File: config.mk
export PLATFORM = sky130hd
export DESIGN_NAME = dpa_scaler
export DESIGN_NICKNAME = d
export VERILOG_FILES = /design/src/rtl/dpa_pkg.sv /design/src/rtl/dpa_avg_acc.sv /design/src/rtl/dpa_scaler.sv
export SDC_FILE = /design/constraint.sdc
export NUM_CORES = 1
export LEC_CHECK = 0
export ABC_CLOCK_PERIOD_IN_PS = 3000
export BUFFER_PORTS_ARGS = -buffer_cell sky130_fd_sc_hd__buf_4
export CORE_ASPECT_RATIO = 1.1
export CORE_MARGIN = 2
export CORE_UTILIZATION = 30
export CTS_BUF_LIST = sky130_fd_sc_hd__clkbuf_16
export CTS_CLUSTER_SIZE = 24
export DETAILED_ROUTE_END_ITERATION = 10
export SLEW_MARGIN = 10
export SYNTH_ARGS = -nofsm -noshare
export SYNTH_HDL_FRONTEND = slang
export SYNTH_HIERARCHICAL = 1
export SYNTH_SLANG_ARGS = --single-unit
File: constraint.sdc
create_clock -name clk -period 3 [get_ports clk]
set_clock_uncertainty 0.1 [all_clocks]
set_input_delay 0.6 -clock clk [delete_from_list [all_inputs] [get_ports clk]]
set_output_delay 0.6 -clock clk [all_outputs]
set_load 0.02 [all_outputs]
File: src/rtl/dpa_pkg.sv
// dpa_pkg: shared constants and types for the DPA pixel scaler
package dpa_pkg;
  localparam int DPA_PIX_W = 24;
  localparam int FB_DIM = 256;
  localparam int FB_PIXELS = 65536;
  localparam logic [1:0] SZ_128 = 2'b01;
  localparam logic [1:0] SZ_512 = 2'b11;
  typedef enum logic [1:0] {S_IDLE, S_RUN, S_REP, S_FIN} state_e;
endpackage

File: src/rtl/dpa_avg_acc.sv
// dpa_avg_acc: three 10-bit channel accumulators producing the rounded 2x2 average
module dpa_avg_acc import dpa_pkg::*; (
  input  logic                 clk,
  input  logic                 rst_n,
  input  logic                 add_i,
  input  logic                 clr_i,
  input  logic [DPA_PIX_W-1:0] pix_i,
  output logic [DPA_PIX_W-1:0] avg_o
);
  for (genvar c = 0; c < 3; c++) begin : g_ch
    logic [9:0] acc_q;
    logic [9:0] sum;
    // the result folds in the quad's 4th pixel so it is ready in the same cycle
    assign sum = acc_q + {2'b0, pix_i[8*c +: 8]} + 10'd2;
    assign avg_o[8*c +: 8] = sum[9:2];
    // running sum of the first three pixels of a quad; cleared as the 4th is consumed
    always_ff @(posedge clk or negedge rst_n)
      if (!rst_n) acc_q <= '0;
      else if (clr_i) acc_q <= '0;
      else if (add_i) acc_q <= acc_q + {2'b0, pix_i[8*c +: 8]};
  end
endmodule

File: src/rtl/dpa_scaler.sv
// dpa_scaler: scales a 128/256/512 square photo stream to 256x256 frame-buffer pixels
module dpa_scaler import dpa_pkg::*; #(
  parameter int PIX_W = DPA_PIX_W,
  parameter int FB_AW = 16
) (
  input  logic             clk,
  input  logic             reset,
  input  logic             start,
  input  logic [1:0]       size,
  input  logic             in_valid,
  output logic             in_ready,
  input  logic [PIX_W-1:0] in_pix,
  output logic             out_valid,
  input  logic             out_ready,
  output logic [PIX_W-1:0] out_pix,
  output logic [FB_AW-1:0] out_addr,
  output logic             out_last,
  output logic             busy,
  output logic             done
);
  state_e state_q, state_d;
  logic [1:0] mode_q, quad_q;
  logic [FB_AW-1:0] out_cnt_q, ld_cnt_q, addr_q, nxt_addr;
  logic [PIX_W-1:0] pix_q, avg;
  logic valid_q, is128, is512, quad_last, in_hs, out_hs, load, rep_next, go;
  assign is128 = mode_q == SZ_128;
  assign is512 = mode_q == SZ_512;
  assign quad_last = quad_q == 2'd3;
  assign go = start && state_q == S_IDLE;
  assign out_hs = valid_q && out_ready;
  assign in_ready = state_q == S_RUN && (!valid_q || out_ready || (is512 && !quad_last));
  assign in_hs = in_valid && in_ready;
  assign load = in_hs && (!is512 || quad_last);
  assign rep_next = state_q == S_REP && out_hs && !(&out_cnt_q[1:0]);
  assign nxt_addr = is128 ? {ld_cnt_q[FB_AW-1:9], ld_cnt_q[1], ld_cnt_q[8:2], ld_cnt_q[0]} : ld_cnt_q;
  assign out_valid = valid_q;
  assign out_pix = pix_q;
  assign out_addr = addr_q;
  assign out_last = valid_q && out_cnt_q == FB_AW'(FB_PIXELS - 1);
  assign busy = state_q == S_RUN || state_q == S_REP;
  assign done = state_q == S_FIN;
  dpa_avg_acc u_acc (
    .clk   (clk),
    .rst_n (reset),
    .add_i (in_hs && is512 && !quad_last),
    .clr_i (go || (in_hs && is512 && quad_last)),
    .pix_i (in_pix),
    .avg_o (avg)
  );
  // state register
  always_ff @(posedge clk or negedge reset)
    if (!reset) state_q <= S_IDLE;
    else state_q <= state_d;
  // next state: 128 mode detours through REP for each input pixel's four copies
  always_comb begin
    state_d = state_q;
    case (state_q)
      S_IDLE: if (start) state_d = S_RUN;
      S_RUN: if (is128 && in_hs) state_d = S_REP; else if (out_hs && out_last) state_d = S_FIN;
      S_REP: if (out_hs && &out_cnt_q[1:0]) state_d = out_last ? S_FIN : S_RUN;
      S_FIN: state_d = S_IDLE;
      default: state_d = S_IDLE;
    endcase
  end
  // mode latch, counters and the single-entry output register
  always_ff @(posedge clk or negedge reset)
    if (!reset) begin
      mode_q <= '0;
      quad_q <= '0;
      out_cnt_q <= '0;
      ld_cnt_q <= '0;
      addr_q <= '0;
      pix_q <= '0;
      valid_q <= 1'b0;
    end else begin
      if (go) begin
        mode_q <= size;
        quad_q <= '0;
        out_cnt_q <= '0;
        ld_cnt_q <= '0;
      end
      if (in_hs && is512) quad_q <= quad_q + 2'd1;
      if (out_hs) out_cnt_q <= out_cnt_q + 1'b1;
      if (load || rep_next) begin
        ld_cnt_q <= ld_cnt_q + 1'b1;
        addr_q <= nxt_addr;
        valid_q <= 1'b1;
      end else if (out_hs) valid_q <= 1'b0;
      if (load) pix_q <= is512 ? avg : in_pix;
    end
endmodule

# Word-level counts from Yosys, hierarchy flattened
# Cells that the tools add are included.
# word_totals
reg_bits	109
inputBits	31
# op_classes
addsub	9
eq_ne	10
mux	21
reduce_logical	33
# op_table
cell	count
10-bit two-way mux	6
16-bit two-way mux	3
16-bit by 1-bit adder with 16-bit output (second input constant)	2
10-bit by 2-bit adder with 10-bit output (second input constant)	3
10-bit by 8-bit adder with 10-bit output	3
24-bit two-way mux	1
16-bit equality test (second input constant)	1
1-bit logical AND	15
2-bit two-way mux	7
2-bit nonzero test	5
9-bit two-way mux	1
2-bit equality test (second input constant)	4
2-bit one-hot mux with 4 select lines	1
1-bit logical OR	6
2-bit by 1-bit equality test with 1-bit output (second input constant)	2
1-bit zero test	4
3-bit by 1-bit != test with 1-bit output (second input constant)	1
3-bit AND reduction	1
2-bit by 1-bit adder with 2-bit output (second input constant)	1
2-bit zero test	1
1-bit two-way mux	2
2-bit by 1-bit != test with 1-bit output (second input constant)	1
2-bit != test (second input constant)	1
2-bit AND reduction	1

# Depth between registers and ports, before layout
# Gate-level depths: netlist of the first run.
# depth
word_depth	10
depth_mapped	12
ltp_nobuf	12

# By module
# The synthesis of the first run kept the hierarchy.
# modules_own_cells
mod	n_inst	cells_per_inst	area_each_um2
dpa_scaler	1	414	3948.8
dpa_avg_acc	1	289	2731.4

# Worst setup path before layout of the first run
# No wires, ideal clock.
# synth_path
kind	in2reg
startpoint	input port in_pix[0]
endpoint	register pix_q[7] (netlist: out_pix[7])
setup_ns	0.126
arrival_ns	2.541
required_time_ns	2.774
path_slack_ns	0.234
cell_stages	12
path_buffers	0
path_cell_list	ha_1 inv_1 fa_1 and2b_1 o211ai_1 a21boi_1 o21ba_2 and4_1 nand3_1 xnor2_1 mux2i_1 a21oi_1
# synth_between
elab_chain_cells	3
# synth_lines
item	line_no	source
start: declaration	dpa_scaler.sv:12	input logic [PIX_W-1:0] in_pix,
10-bit by 8-bit adder with 10-bit output	dpa_avg_acc.sv:14	assign sum = acc_q + {2'b0, pix_i[8*c +: 8]} + 10'd2;
10-bit by 2-bit adder with 10-bit output	dpa_avg_acc.sv:14	
net avg[7]	dpa_scaler.sv:24	logic [PIX_W-1:0] pix_q, avg;
24-bit two-way mux	dpa_scaler.sv:89	if (load) pix_q <= is512 ? avg : in_pix;
end signal: assignment	dpa_scaler.sv:89	
end: declaration	dpa_scaler.sv:24	
# The timed path passes the listed nets, and every way through them passes these cells.
# A chain may end at the register's enable or synchronous reset.

# Worst setup path in the final report of the first run
# layout_path
startpoint	register u_acc.g_ch[2].acc_q[0]
endpoint	register pix_q[23] (netlist: out_pix[23])
# layout_between
elab_chain_cells	3
# layout_lines
item	line_no	source
start: declaration	dpa_avg_acc.sv:11	logic [9:0] acc_q;
start signal: assignment	dpa_avg_acc.sv:20	else if (add_i) acc_q <= acc_q + {2'b0, pix_i[8*c +: 8]};
10-bit by 8-bit adder with 10-bit output	dpa_avg_acc.sv:14	
10-bit by 2-bit adder with 10-bit output	dpa_avg_acc.sv:14	
net avg[23]	dpa_scaler.sv:24	
24-bit two-way mux	dpa_scaler.sv:89	
# The timed path passes the listed nets, and every way through them passes these cells.

==> results of run 1 <==
## routing by layer
layer	GRT usage (%)	up-vias	part of all wire [%]
met5	0	-	0
met4	2.65	0	0.75
met3	2.64	8	3.4
met2	22.4	86	49
met1	16.8	2511	47
li1	-	2637	-
## cells by family after synthesis
logic type / synth area share [%]
AOI/OAI and AO/OA: 16.1
xor gates and xnor gates: 7.06
adders and majority gates: 7.27
buffers and inverters: 3.78
DFF: 40.8
muxes: 8.28
and+or+nand+nor: 16.7
## per-stage QoR
step           total power [W]  util (%)
3_5_place_dp           0.00626      34.9
6_report               0.00741      36.3
4_1_cts                0.00751      36.3
2_1_floorplan          0.00504         -
3_3_place_gp           0.00622      34.9
5_1_grt                0.00802      36.3
## where the power goes
part / switching [W] / total, W / internal, W
combinational: 0.00224 / 0.00401 / 0.00177
sequential: 0.000301 / 0.00219 / 0.00189
clock: 0.000560 / 0.00121 / 0.000652
## cell usage after synthesis, types with 3 or more instances
cell	n
a211oi_1	4
a211oi_2	3
a21oi_1	44
a21oi_2	7
a31oi_1	12
and2_1	7
and3_1	4
buf_2	15
buf_6	3
clkbuf_1	11
dfrtp_1	109
fa_1	3
ha_1	34
inv_1	25
mux2i_1	53
nand2_1	62
nand2b_1	4
nand3_1	23
nand4_1	15
nor2_1	84
nor2b_1	4
nor3_1	7
o211ai_1	6
o21ai_0	40
o21ai_1	19
o22ai_1	3
o31ai_1	8
or2_2	3
xnor2_1	20
xnor2_2	4
xor2_1	19
xor2_2	4
## final cells by class
class / count / share of cell area [%]
flip-flops and latches: 109 / 34.2
inverters: 25 / 1.18
clock buffers: 9 / 2.83
repair buffers: 99 / 9.64
clock inverters: 7 / 0.879
well taps: 295 / 4.63
multi-input cells: 538 / 46.6
## path summary, 6_finish.rpt
kind                                          endpoint  slack [ns]
worst max-delay path                       out_pix[23]        0.34
worst min-delay path                       out_addr[9]        0.04
worst max register to register             out_pix[23]        0.34
worst min register to register             out_addr[0]        0.38
max in group asynchronous       u_acc/g_ch[0].acc_q[8]        1.97
min in group clk                             mode_q[1]        0.38
## state kept, by name, summed over array words and instances (netlist names)
name and flops:
u_acc/g_ch.acc_q 30, out_pix 24, out_cnt_q 16, state_q 2, quad_q 2, ld_cnt_q 16
mode_q 2, out_addr 16, out_valid 1
==> flow_summary.json, run 1 <==
{
  "status": "complete, no violations",
  "setup_violations": 0,
  "vias_per_cell": 4.84,
  "rows": 57,
  "final.setup.worst_slack_ns": 0.339,
  "wirelength_um": 14800,
  "coreArea_um2": 22000,
  "vias": 5242,
  "numCtsBuffers": 9,
  "p_leak_nw": 3.66,
  "cts_htree_levels": 3,
  "area_delta_synth_final_pct": 19.3,
  "wire_per_inst_um": 13.6,
  "synthTopCellsByArea": "dfrtp_1 (41%), mux2i_1 (7.9%), ha_1 (6.4%), nor2_1 (4.7%), nand2_1 (3.5%)",
  "setup_tns_ns": 0,
  "crit_path_max_fanout": 3,
  "peakVddDrop_uv": 563,
  "final_nets": 850,
  "crit_path_end_kind": "flip-flop",
  "synth_top_cell_by_area": "dfrtp_1",
  "cp.depth": 12,
  "place_inst": 1066,
  "fin_area_um2": 7970,
  "grt_pass1_vias": 5094,
  "cts_tree": "yes",
  "fmax_ghz": 0.376,
  "drive_gt1_share_pct": 20.2,
  "io_pins": 76,
  "cp-startpoint": "u_acc/g_ch[2].acc_q[0]",
  "syn_inst": 703,
  "antenna_left": 0,
  "gp_congestion": 0.758,
  "dpl.hpwl_um": 10700,
  "worstPathRequired_ns": 3.11,
  "start_util_pct": 30.4,
  "drcViolationCount": 0,
  "cts-root-buf": "clkbuf_16",
  "ff2ff_path_depth": 12,
  "crit_type": "reg -> reg",
  "async_flop_share_pct": 100,
  "fillers": 2290,
  "place_area_um2": 7670,
  "fp.dieArea_um2": 23500,
  "hold_viol": 0,
  "cts.hold.buffers_added": 0,
  "dr.pass1.iters": 6,
  "die_h_um": 161,
  "drv_slew": 0,
  "mostFrequentLayoutCells": "dfrtp_1 (109), buf_4 (97), nor2_1 (84)",
  "post_cts_resized": 0,
  "critPathTopFamily": "simple AND/OR/NAND/NOR gates",
  "cts_buffer_depth": 2,
  "clk_pin_slew_ns": 0.08,
  "yosys.area.top_type_share_pct": 40.8,
  "grt.total_usage_pct": 12.9,
  "clkSinkCount": 109,
  "finalCritPeriodShare_pct": 88.7,
  "regArea_um2": 2730,
  "insertion_delay_ns": 0.35,
  "synth_edf_count": 0,
  "num_antenna_cells": 0,
  "grt_pass1_wl_um": 25200,
  "syn-mean-instance-area_um2": 9.50,
  "critPathBufInv": 1,
  "ys_ff_latch": 109,
  "grt_setup_unrepaired": "false",
  "finalHoldWorstSlack_ns": 0.0382,
  "post-place-ws_ns": -0.0202,
  "antenna_found_initial": 0,
  "ys_seq_area_share_pct": 40.8,
  "slew-limit-headroom_pct": 54.3,
  "power_density_nw_per_um2": 930,
  "ys.flop_type": "dfrtp_1",
  "port-buffer-count": 75,
  "final_common_cell": "dfrtp_1",
  "r2r_start": "u_acc/g_ch[2].acc_q[0]",
  "drtIter0Drc": 224,
  "yosysWarnings": 6,
  "arrival_ns": 2.77,
  "ys_types": 65,
  "max_stage_delay_ns": 0.40,
  "worst_pin_slew_ns": 0.685,
  "post_cts.repair.setup_buffers": 0,
  "multi_input_comb_area_um2": 3710,
  "worstPathCellList": "ha_1, inv_1, fa_1, nand2b_1, a21oi_2, xor2_2, nand3_1, nor3_2, nand3_1, xnor2_1, mux2i_1, a21oi_1",
  "grt-ovfl-total": 0,
  "min_period_ns": 2.66,
  "synth_area_um2": 6680,
  "maxCapViolations": 0,
  "syn_nets": 771,
  "start_kind": "flip-flop",
  "min_path_type": "in -> async",
  "cpMaxStageDelayCell": "fa_1",
  "grt_max_degree": 89,
  "cp_common_cell": "nand3_1",
  "final_cells": 1082,
  "fp.dieW_um": 146
}
Power figures use the tool's default switching activity.
==> run 2: changes to the inputs <==
--- a/config.mk
+++ b/config.mk
@@ -5,6 +5,7 @@
 export SDC_FILE = /design/constraint.sdc
 export NUM_CORES = 1
 export LEC_CHECK = 0
+export ABC_AREA = 1
 export ABC_CLOCK_PERIOD_IN_PS = 3000
 export BUFFER_PORTS_ARGS = -buffer_cell sky130_fd_sc_hd__buf_4
 export CORE_ASPECT_RATIO = 1.1
==> flow_summary.json, run 2 <==
{
  "status": "complete, no violations",
  "synthTopCellsByArea": "dfrtp_1 (37%), nand2_1 (15%), inv_1 (6.8%), nand3_1 (6.2%), ha_1 (5.8%)",
  "crit_path_end_kind": "output port",
  "yosys.area.top_type_share_pct": 37.1,
  "wirelength_um": 18400,
  "rows": 60,
  "synthTopCellsByCount": "nand2_1 (296), inv_1 (134), dfrtp_1 (109), nand3_1 (91), nor2_1 (66)",
  "wire_per_inst_um": 13.3,
  "dr.pass1.iters": 5,
  "slew-limit-headroom_pct": 41.7,
  "numCtsBuffers": 9,
  "syn-mean-instance-area_um2": 7.39,
  "largest_reg_flops": 30,
  "max_stage_delay_ns": 0.40,
  "area_delta_synth_final_pct": 16.4,
  "ys_types": 47,
  "final_cells": 1384,
  "setup_violations": 0,
  "regArea_um2": 2730,
  "post_cts_resized": 0,
  "fp.dieArea_um2": 25800,
  "critPathTopFamily": "simple AND/OR/NAND/NOR gates",
  "dpl.hpwl_um": 13900,
  "place_inst": 1368,
  "vias": 6511,
  "cpMaxStageDelayCell": "dfrtp_1",
  "maxCapViolations": 0,
  "grt-ovfl-total": 0,
  "antenna_left": 0,
  "yosysMostFrequentCell": "nand2_1",
  "cts_htree_levels": 3,
  "gp_congestion": 0.875,
  "die_h_um": 168,
  "ys_ff_latch": 109,
  "min_period_ns": 2.64,
  "synth_edf_count": 0,
  "multi_input_comb_area_um2": 3960,
  "start_util_pct": 30.3,
  "mostFrequentLayoutCells": "nand2_1 (296), inv_1 (134), dfrtp_1 (109)",
  "peakVddDrop_uv": 318,
  "min_path_type": "in -> async",
  "cts-root-buf": "clkbuf_16",
  "final_nets": 1137,
  "power_density_nw_per_um2": 805,
  "worstPathCellList": "ha_1, nand2_1, nor2_1, nand2_1, nor4_1, buf_4",
  "vias_per_cell": 4.70,
  "finalCritPeriodShare_pct": 87.9,
  "syn_inst": 995,
  "drtIter0Drc": 366,
  "port-buffer-count": 75,
  "clkSinkCount": 109,
  "grt_pass1_vias": 6326,
  "critPathBufInv": 1,
  "worstPathRequired_ns": 2.30,
  "cp_common_cell": "nand2_1",
  "grt_max_degree": 56,
  "hold_viol": 0,
  "drive_gt1_share_pct": 15.1,
  "clk_pin_slew_ns": 0.08,
  "coreArea_um2": 24200,
  "grt_pass1_wl_um": 31100,
  "num_antenna_cells": 0,
  "antenna_found_initial": 0,
  "start_kind": "flip-flop",
  "crit_path_max_fanout": 5,
  "final_common_cell": "nand2_1",
  "syn_nets": 1063,
  "grt_setup_unrepaired": "false",
  "async_flop_share_pct": 100,
  "ys.flop_type": "dfrtp_1",
  "fillers": 2612,
  "ys_seq_area_share_pct": 37.1,
  "drv_slew": 0,
  "setup_tns_ns": 0,
  "synth_top_cell_by_area": "dfrtp_1",
  "cts.hold.buffers_added": 0,
  "yosysWarnings": 6,
  "regMostFlops": "u_acc/g_ch.acc_q",
  "grt.total_usage_pct": 14.6,
  "fp.dieW_um": 153,
  "synth_area_um2": 7350,
  "drcViolationCount": 0,
  "p_leak_nw": 4.55,
  "fmax_ghz": 0.379,
  "io_pins": 76,
  "cts_tree": "yes",
  "crit_type": "reg -> out",
  "cts_buffer_depth": 2,
  "worst_pin_slew_ns": 0.871,
  "post_cts.repair.setup_buffers": 0,
  "insertion_delay_ns": 0.35,
  "arrival_ns": 1.94
}
[run 2: layer usage]
metal  wire length, µm  GRT usage [%]
met5                 0              0
met4               191           3.34
met3               650           2.57
met2              8810           24.8
met1              8740           19.4
[run 2: final timing paths]
check | cells after the start | start | slack [ns] | endpoint
min reg2reg | 2 | out_addr[11] | 0.38 | out_addr[11]
max | 6 | out_cnt_q[0] | 0.36 | out_last
max in group asynchronous | 2 | reset | 2.02 | out_pix[8]
max reg2reg | 12 | state_q[1] | 0.45 | u_acc/g_ch[0].acc_q[2]
min in group clk | 3 | size[1] | 0.35 | mode_q[1]
min | 1 | reset | 0.09 | out_pix[6]
[run 2: cells by family after synthesis]
family,share of synthesized area (%)
adder cells (fa/ha/maj),6.61
multiplexers,3.27
AND/OR/NAND/NOR,32.4
AO/OA/AOI/OAI,9.45
flip-flops,37.1
XOR/XNOR,2.15
buffers and inverters,9.06
[run 2: layout make-up]
cell class              instances  area share [%]
clock buffers                   9            2.63
clock inverters                 7            1.02
inverters                     143            6.29
multi-input cells             723            46.2
flip-flops and latches        109            31.9
well taps                     310            4.53
repair buffers                 83            7.43
[run 2: through the flow]
step	utilization, %	hold slack [ns]	cell area, µm²	worst slack (ns)	total power (W)
after floorplan	-	0.204	7350	0.495	0.00460
after global routing	35.3	0.108	8560	0.173	0.00749
final	35.3	0.0858	8560	0.364	0.00689
after detailed placement	34.0	0.365	8240	0.198	0.00566
after CTS	35.3	0.0974	8560	0.289	0.00700
after global placement	34.0	0.362	8240	0.233	0.00561
[run 2: power breakdown]
group          internal (W)  switching, W
Sequential          0.00186      0.000295
Clock              0.000672      0.000626
Combinational       0.00128       0.00216
Total               0.00381       0.00308
